### config.mk
export PLATFORM = sky130hd
export DESIGN_NAME = tagdv_walker
export DESIGN_NICKNAME = d
export VERILOG_FILES = /design/src/rtl/tagdv_walker_pkg.sv /design/src/rtl/tagdv_walker.sv
export SDC_FILE = /design/constraint.sdc
export NUM_CORES = 1
export LEC_CHECK = 0
export CELL_PAD_IN_SITES_DETAIL_PLACEMENT = 1
export CELL_PAD_IN_SITES_GLOBAL_PLACEMENT = 1
export CORE_ASPECT_RATIO = 2
export CORE_MARGIN = 3
export CORE_UTILIZATION = 26
export DETAILED_ROUTE_END_ITERATION = 16
export PLACE_DENSITY = 0.9
export SKIP_LAST_GASP = 1
export SLEW_MARGIN = 10
export SYNTH_ARGS = -nofsm -noshare
export SYNTH_HDL_FRONTEND = slang
export SYNTH_SLANG_ARGS = --single-unit
### constraint.sdc
create_clock -name clk -period 2.3 [get_ports clk]
set_clock_uncertainty 0.2 [all_clocks]
set_input_delay 0.345 -clock clk [delete_from_list [all_inputs] [get_ports clk]]
set_output_delay 0.345 -clock clk [all_outputs]
set_load 0.01 [all_outputs]
### src/rtl/tagdv_walker_pkg.sv
// Shared types for the TagDV maintenance walker: entry layout, sweep opcodes, FSM states.
package tagdv_walker_pkg;

   localparam int unsigned TAGDV_RAM_WIDTH = 22;
   localparam int unsigned TAGDV_RAM_DEPTH = 256;

   // One TagDV entry; all-zeros means an invalid, clean line with no tag.
   typedef struct packed {
      logic [TAGDV_RAM_WIDTH-3:0] tag;
      logic                       dirty;
      logic                       valid;
   } tagdv_entry_t;

   typedef enum logic {
      OP_INV   = 1'b0,
      OP_WBINV = 1'b1
   } walker_op_e;

   typedef enum logic [2:0] {
      StIdle,
      StClr,
      StRd,
      StChk,
      StWb,
      StFin
   } walker_state_e;

   // Low two entry bits are {dirty, valid}; only dirty valid lines need a writeback.
   function automatic logic needs_wb(input logic [1:0] dv);
      return dv == 2'b11;
   endfunction

endpackage

### src/rtl/tagdv_walker.sv
// TagDV sweep engine: invalidate-all and writeback-invalidate-all over one cache way.
// Optional feature macro: TAGDV_AUTO_INIT_EN (reset starts an invalidate-all sweep).
module tagdv_walker
   import tagdv_walker_pkg::*;
#(
   parameter int unsigned RAM_WIDTH = TAGDV_RAM_WIDTH,
   parameter int unsigned RAM_DEPTH = TAGDV_RAM_DEPTH,
   localparam int unsigned IDX_W    = $clog2(RAM_DEPTH)
) (
   input  logic                 clk,
   input  logic                 rst,
   input  logic                 cmd_valid,
   input  logic                 cmd_op,
   output logic                 cmd_ready,
   output logic                 busy,
   output logic                 done,
   output logic [IDX_W-1:0]     ram_addrb,
   input  logic [RAM_WIDTH-1:0] ram_doutb,
   output logic [IDX_W-1:0]     ram_addra,
   output logic [RAM_WIDTH-1:0] ram_dina,
   output logic                 ram_wea,
   output logic                 wb_valid,
   input  logic                 wb_ready,
   output logic [IDX_W-1:0]     wb_index,
   output logic [RAM_WIDTH-3:0] wb_tag
);

   localparam logic [IDX_W-1:0] LastIdx = IDX_W'(RAM_DEPTH - 1);

`ifdef TAGDV_AUTO_INIT_EN
   localparam walker_state_e ResetState = StClr;
`else
   localparam walker_state_e ResetState = StIdle;
`endif

   walker_state_e          state_q, state_d;
   logic [IDX_W-1:0]       idx_q, idx_d;
   logic [RAM_WIDTH-3:0]   tag_q, tag_d;

   // Next-state and per-state strobes; the index stops at the last entry instead of wrapping.
   always_comb begin
      state_d  = state_q;
      idx_d    = idx_q;
      tag_d    = tag_q;
      ram_wea  = 1'b0;
      wb_valid = 1'b0;
      done     = 1'b0;
      unique case (state_q)
         StIdle: begin
            if (cmd_valid) begin
               idx_d   = '0;
               state_d = (walker_op_e'(cmd_op) == OP_WBINV) ? StRd : StClr;
            end
         end
         StClr: begin
            ram_wea = 1'b1;
            if (idx_q == LastIdx) begin
               state_d = StFin;
            end else begin
               idx_d = idx_q + 1'b1;
            end
         end
         StRd: begin
            state_d = StChk;
         end
         StChk: begin
            if (needs_wb(ram_doutb[1:0])) begin
               tag_d   = ram_doutb[RAM_WIDTH-1:2];
               state_d = StWb;
            end else begin
               ram_wea = 1'b1;
               if (idx_q == LastIdx) begin
                  state_d = StFin;
               end else begin
                  idx_d   = idx_q + 1'b1;
                  state_d = StRd;
               end
            end
         end
         StWb: begin
            wb_valid = 1'b1;
            // The line is cleared on the handshake cycle, so the tag is never lost.
            if (wb_ready) begin
               ram_wea = 1'b1;
               if (idx_q == LastIdx) begin
                  state_d = StFin;
               end else begin
                  idx_d   = idx_q + 1'b1;
                  state_d = StRd;
               end
            end
         end
         StFin: begin
            done    = 1'b1;
            state_d = StIdle;
         end
         default: begin
            state_d = StIdle;
         end
      endcase
   end

   // State, index and latched writeback tag; reset aborts any sweep in flight.
   always_ff @(posedge clk) begin
      if (rst) begin
         state_q <= ResetState;
         idx_q   <= '0;
         tag_q   <= '0;
      end else begin
         state_q <= state_d;
         idx_q   <= idx_d;
         tag_q   <= tag_d;
      end
   end

   // Both RAM ports and the writeback index all follow the sweep index.
   always_comb begin
      cmd_ready = (state_q == StIdle);
      busy      = (state_q != StIdle);
      ram_addrb = idx_q;
      ram_addra = idx_q;
      ram_dina  = '0;
      wb_index  = idx_q;
      wb_tag    = tag_q;
   end

endmodule

==> metrics.txt <==
pre-CTS setup slack -191.4 ps; setup bufs post-CTS 0; via/cell ratio 4.805; Root Driver clkbuf_16; Avg Inst Size Synth a little under 8 um^2; die area 7667 um^2; number of buffers added on ports between 70 and 80; Synth Cell Area 1715 um^2; core area ~6400 um^2; GRT Total Usage 14.85%; CTS tree yes; asr flop ratio synth 0%; DRT iter0 DRCs 95; number of synthesized register bits 31; Num CTS Buffers 5; GR Util met1 13.23%; Final TNS setup 0 ps; hpwl dp 4.401 mm; CP required 2300 ps; Clock Latency Late Sink 280 ps; IO Count 98; CP Cell Sequence clkdlybuf4s50_1 > a21bo_2 > a221o_1 > or4_1 > a21boi_0; Hold Startpoint wb_tag[19]; CP peak stage delay 550 ps; crit path max fanout 11; reg2reg start state_q[0]; GR Layer Usage met3 3.985%; Tcrit/Tclk final 95.19%; Max Cap Viol 0; die width 63.44 um; initial core utilization 26.97%; fin area 2595 um^2; Final Hold Fails 0; Post-synth EDFFs 0; type of the worst min-delay path reg -> reg; nets@finish 316; final-layout fill cell count 792; Cell variety after synth 44; synthesized instance count 217; Worst setup SP type primary input; Finished Core Util 40.79%; Post-DRT Antenna Nets 0; critical path class in -> reg; CTS Buffer Depth 2; layer with the highest usage met2; largest net degree at the start of global routing 21; leakage power 0.9608 nW; PwrDens about 580 nW/um^2; status complete, no violations; Vias about 1.8k; share of cells above drive strength 1 9.343%; Fmax achieved 0.4567 GHz; first-pass GRT wire length 8.776 mm; Worst setup EP type flip-flop; Final GP Congestion 0.8687; Worst VDD drop 394.4 uV; initial antenna violation count 0; Routed WL 5.621 mm; hold_ws 255.4 ps; drt drc 0; # H-tree levels 2; YS warnings 0; worst setup margin 110.5 ps; GRT Residual Overflow 0; WL/cell 14.99 um; RSZ-0062 raised after global routing no; Setup Viol. Count Final 0; most common cell after layout, fill and taps aside clkdlybuf4s50_1; Rows 41; M2 GR Usage 28.55%; min Tclk post-route ~2200 ps; Die Y 120.9 um; first-pass detailed-route iteration total 5; Critical Path Start ram_doutb[0]; n_diodes 0; vias in the first global route roughly 1.8k; area growth from synthesis to final layout 51.28%; arrival time at the worst endpoint 2190 ps; CTS Hold Bufs 0; prevailing post-synth register cell dfxtp_1; Sink Count 31; Placement Cell Area around 2500 um^2; fin. max-slew vios 0; sequential-to-total area share from yosys stat 36.18%; Slowest cell on crit path or4_1; clock-pin slew on the worst setup and hold paths 50 ps; most frequent cells in the layout 73 x clkdlybuf4s50_1, 44 x nand2_1, 31 x dfxtp_1, 26 x a21oi_1, 22 x conb_1
-- through the flow --
step	total power [W]	cells
CTS	0.001516	375
global placement	0.0008685	367
floorplan	0.0007550	238
global route	0.001570	375
finish	0.001499	375
detailed placement	0.0008793	367
-- worst paths after layout --
path | slack, ps | to | cells past startpoint
worst min register to register | 260 | wb_tag[19] | 2
worst max-delay path | 110 | ram_addra[3] | 5
worst min-delay path | 260 | wb_tag[19] | 2
worst max register to register | 240 | ram_addra[3] | 4
-- cell usage after synthesis (2+ instances only) --
| library cell | instances | area share [%] |
|---|---|---|
| o21ai_0 | 2 | 0.58 |
| o31ai_1 | 4 | 1.8 |
| nand3_1 | 7 | 2.0 |
| buf_2 | 2 | 0.58 |
| or4_1 | 4 | 1.8 |
| nand2_1 | 44 | 9.6 |
| o32ai_1 | 2 | 1.0 |
| a21boi_1 | 3 | 1.3 |
| nor2b_1 | 2 | 0.73 |
| and3_1 | 2 | 0.73 |
| dfxtp_1 | 31 | 36 |
| and4_1 | 2 | 1.0 |
| a31oi_1 | 2 | 0.73 |
| nand2b_1 | 2 | 0.73 |
| nor2_1 | 5 | 1.1 |
| or3_1 | 2 | 0.73 |
| inv_1 | 3 | 0.66 |
| clkbuf_1 | 8 | 1.8 |
| nor3_1 | 3 | 0.88 |
| buf_4 | 38 | 17 |
| a21oi_1 | 26 | 7.6 |
-- worst max-delay path, delay by kind of cell --
kind	cells	cell delay [ps]
AND/OR/NAND/NOR	1	550
AO/OA/AOI/OAI	3	880
buffers and inverters	1	420
-- power by group --
part / leakage, nW / switching [W] / internal (W)
clock: 0.0679 / 0.000231 / 0.000399
sequential: 0.250 / 0.00000691 / 0.000550
combinational: 0.643 / 0.000158 / 0.000153
-- layout make-up --
cell class | instances | area [um^2] | share of cell area (%)
Timing Repair Buffer | 92 | 892.1 | 34.38
Clock buffer | 7 | 132.6 | 5.111
Sequential cell | 31 | 620.6 | 23.92
Tap cell | 86 | 107.6 | 4.147
Clock inverter | 1 | 5.005 | 0.1929
Inverter | 3 | 11.26 | 0.4339
Multi-Input combinational cell | 155 | 825.8 | 31.82
-- timing repair --
item                                    in CTS  in global routing
cloned                                       0                  0
endpoints found under the setup margin       1                  1
resized for setup                            1                  1
-- metal layers --
metal	routed length [um]	up-vias
met2	3165	103
met3	390	25
met1	1847	843
li1	-	831
met4	217	0
met5	0	-
-- registers in the layout, summed over array words and instances, names as in the netlist --
| register | count |
|---|---|
| ram_addra | 8 |
| state_q | 3 |
| wb_tag | 20 |
-- kinds of logic (layout without fill, tap and decap cells) --
group                      Yosys count  in the layout  share of synthesized area, %
muxes                                1              1                        0.5835
AOI/OAI and AO/OA                   52             52                         19.62
DFF                                 31             31                         36.18
and+or+nand+nor                     79             79                         22.39
other                                1             22                        0.2186
adders and majority gates            1              1                        0.7293
buffers and inverters               52            103                         20.28
No activity file was read; power rests on OpenSTA's default activity.
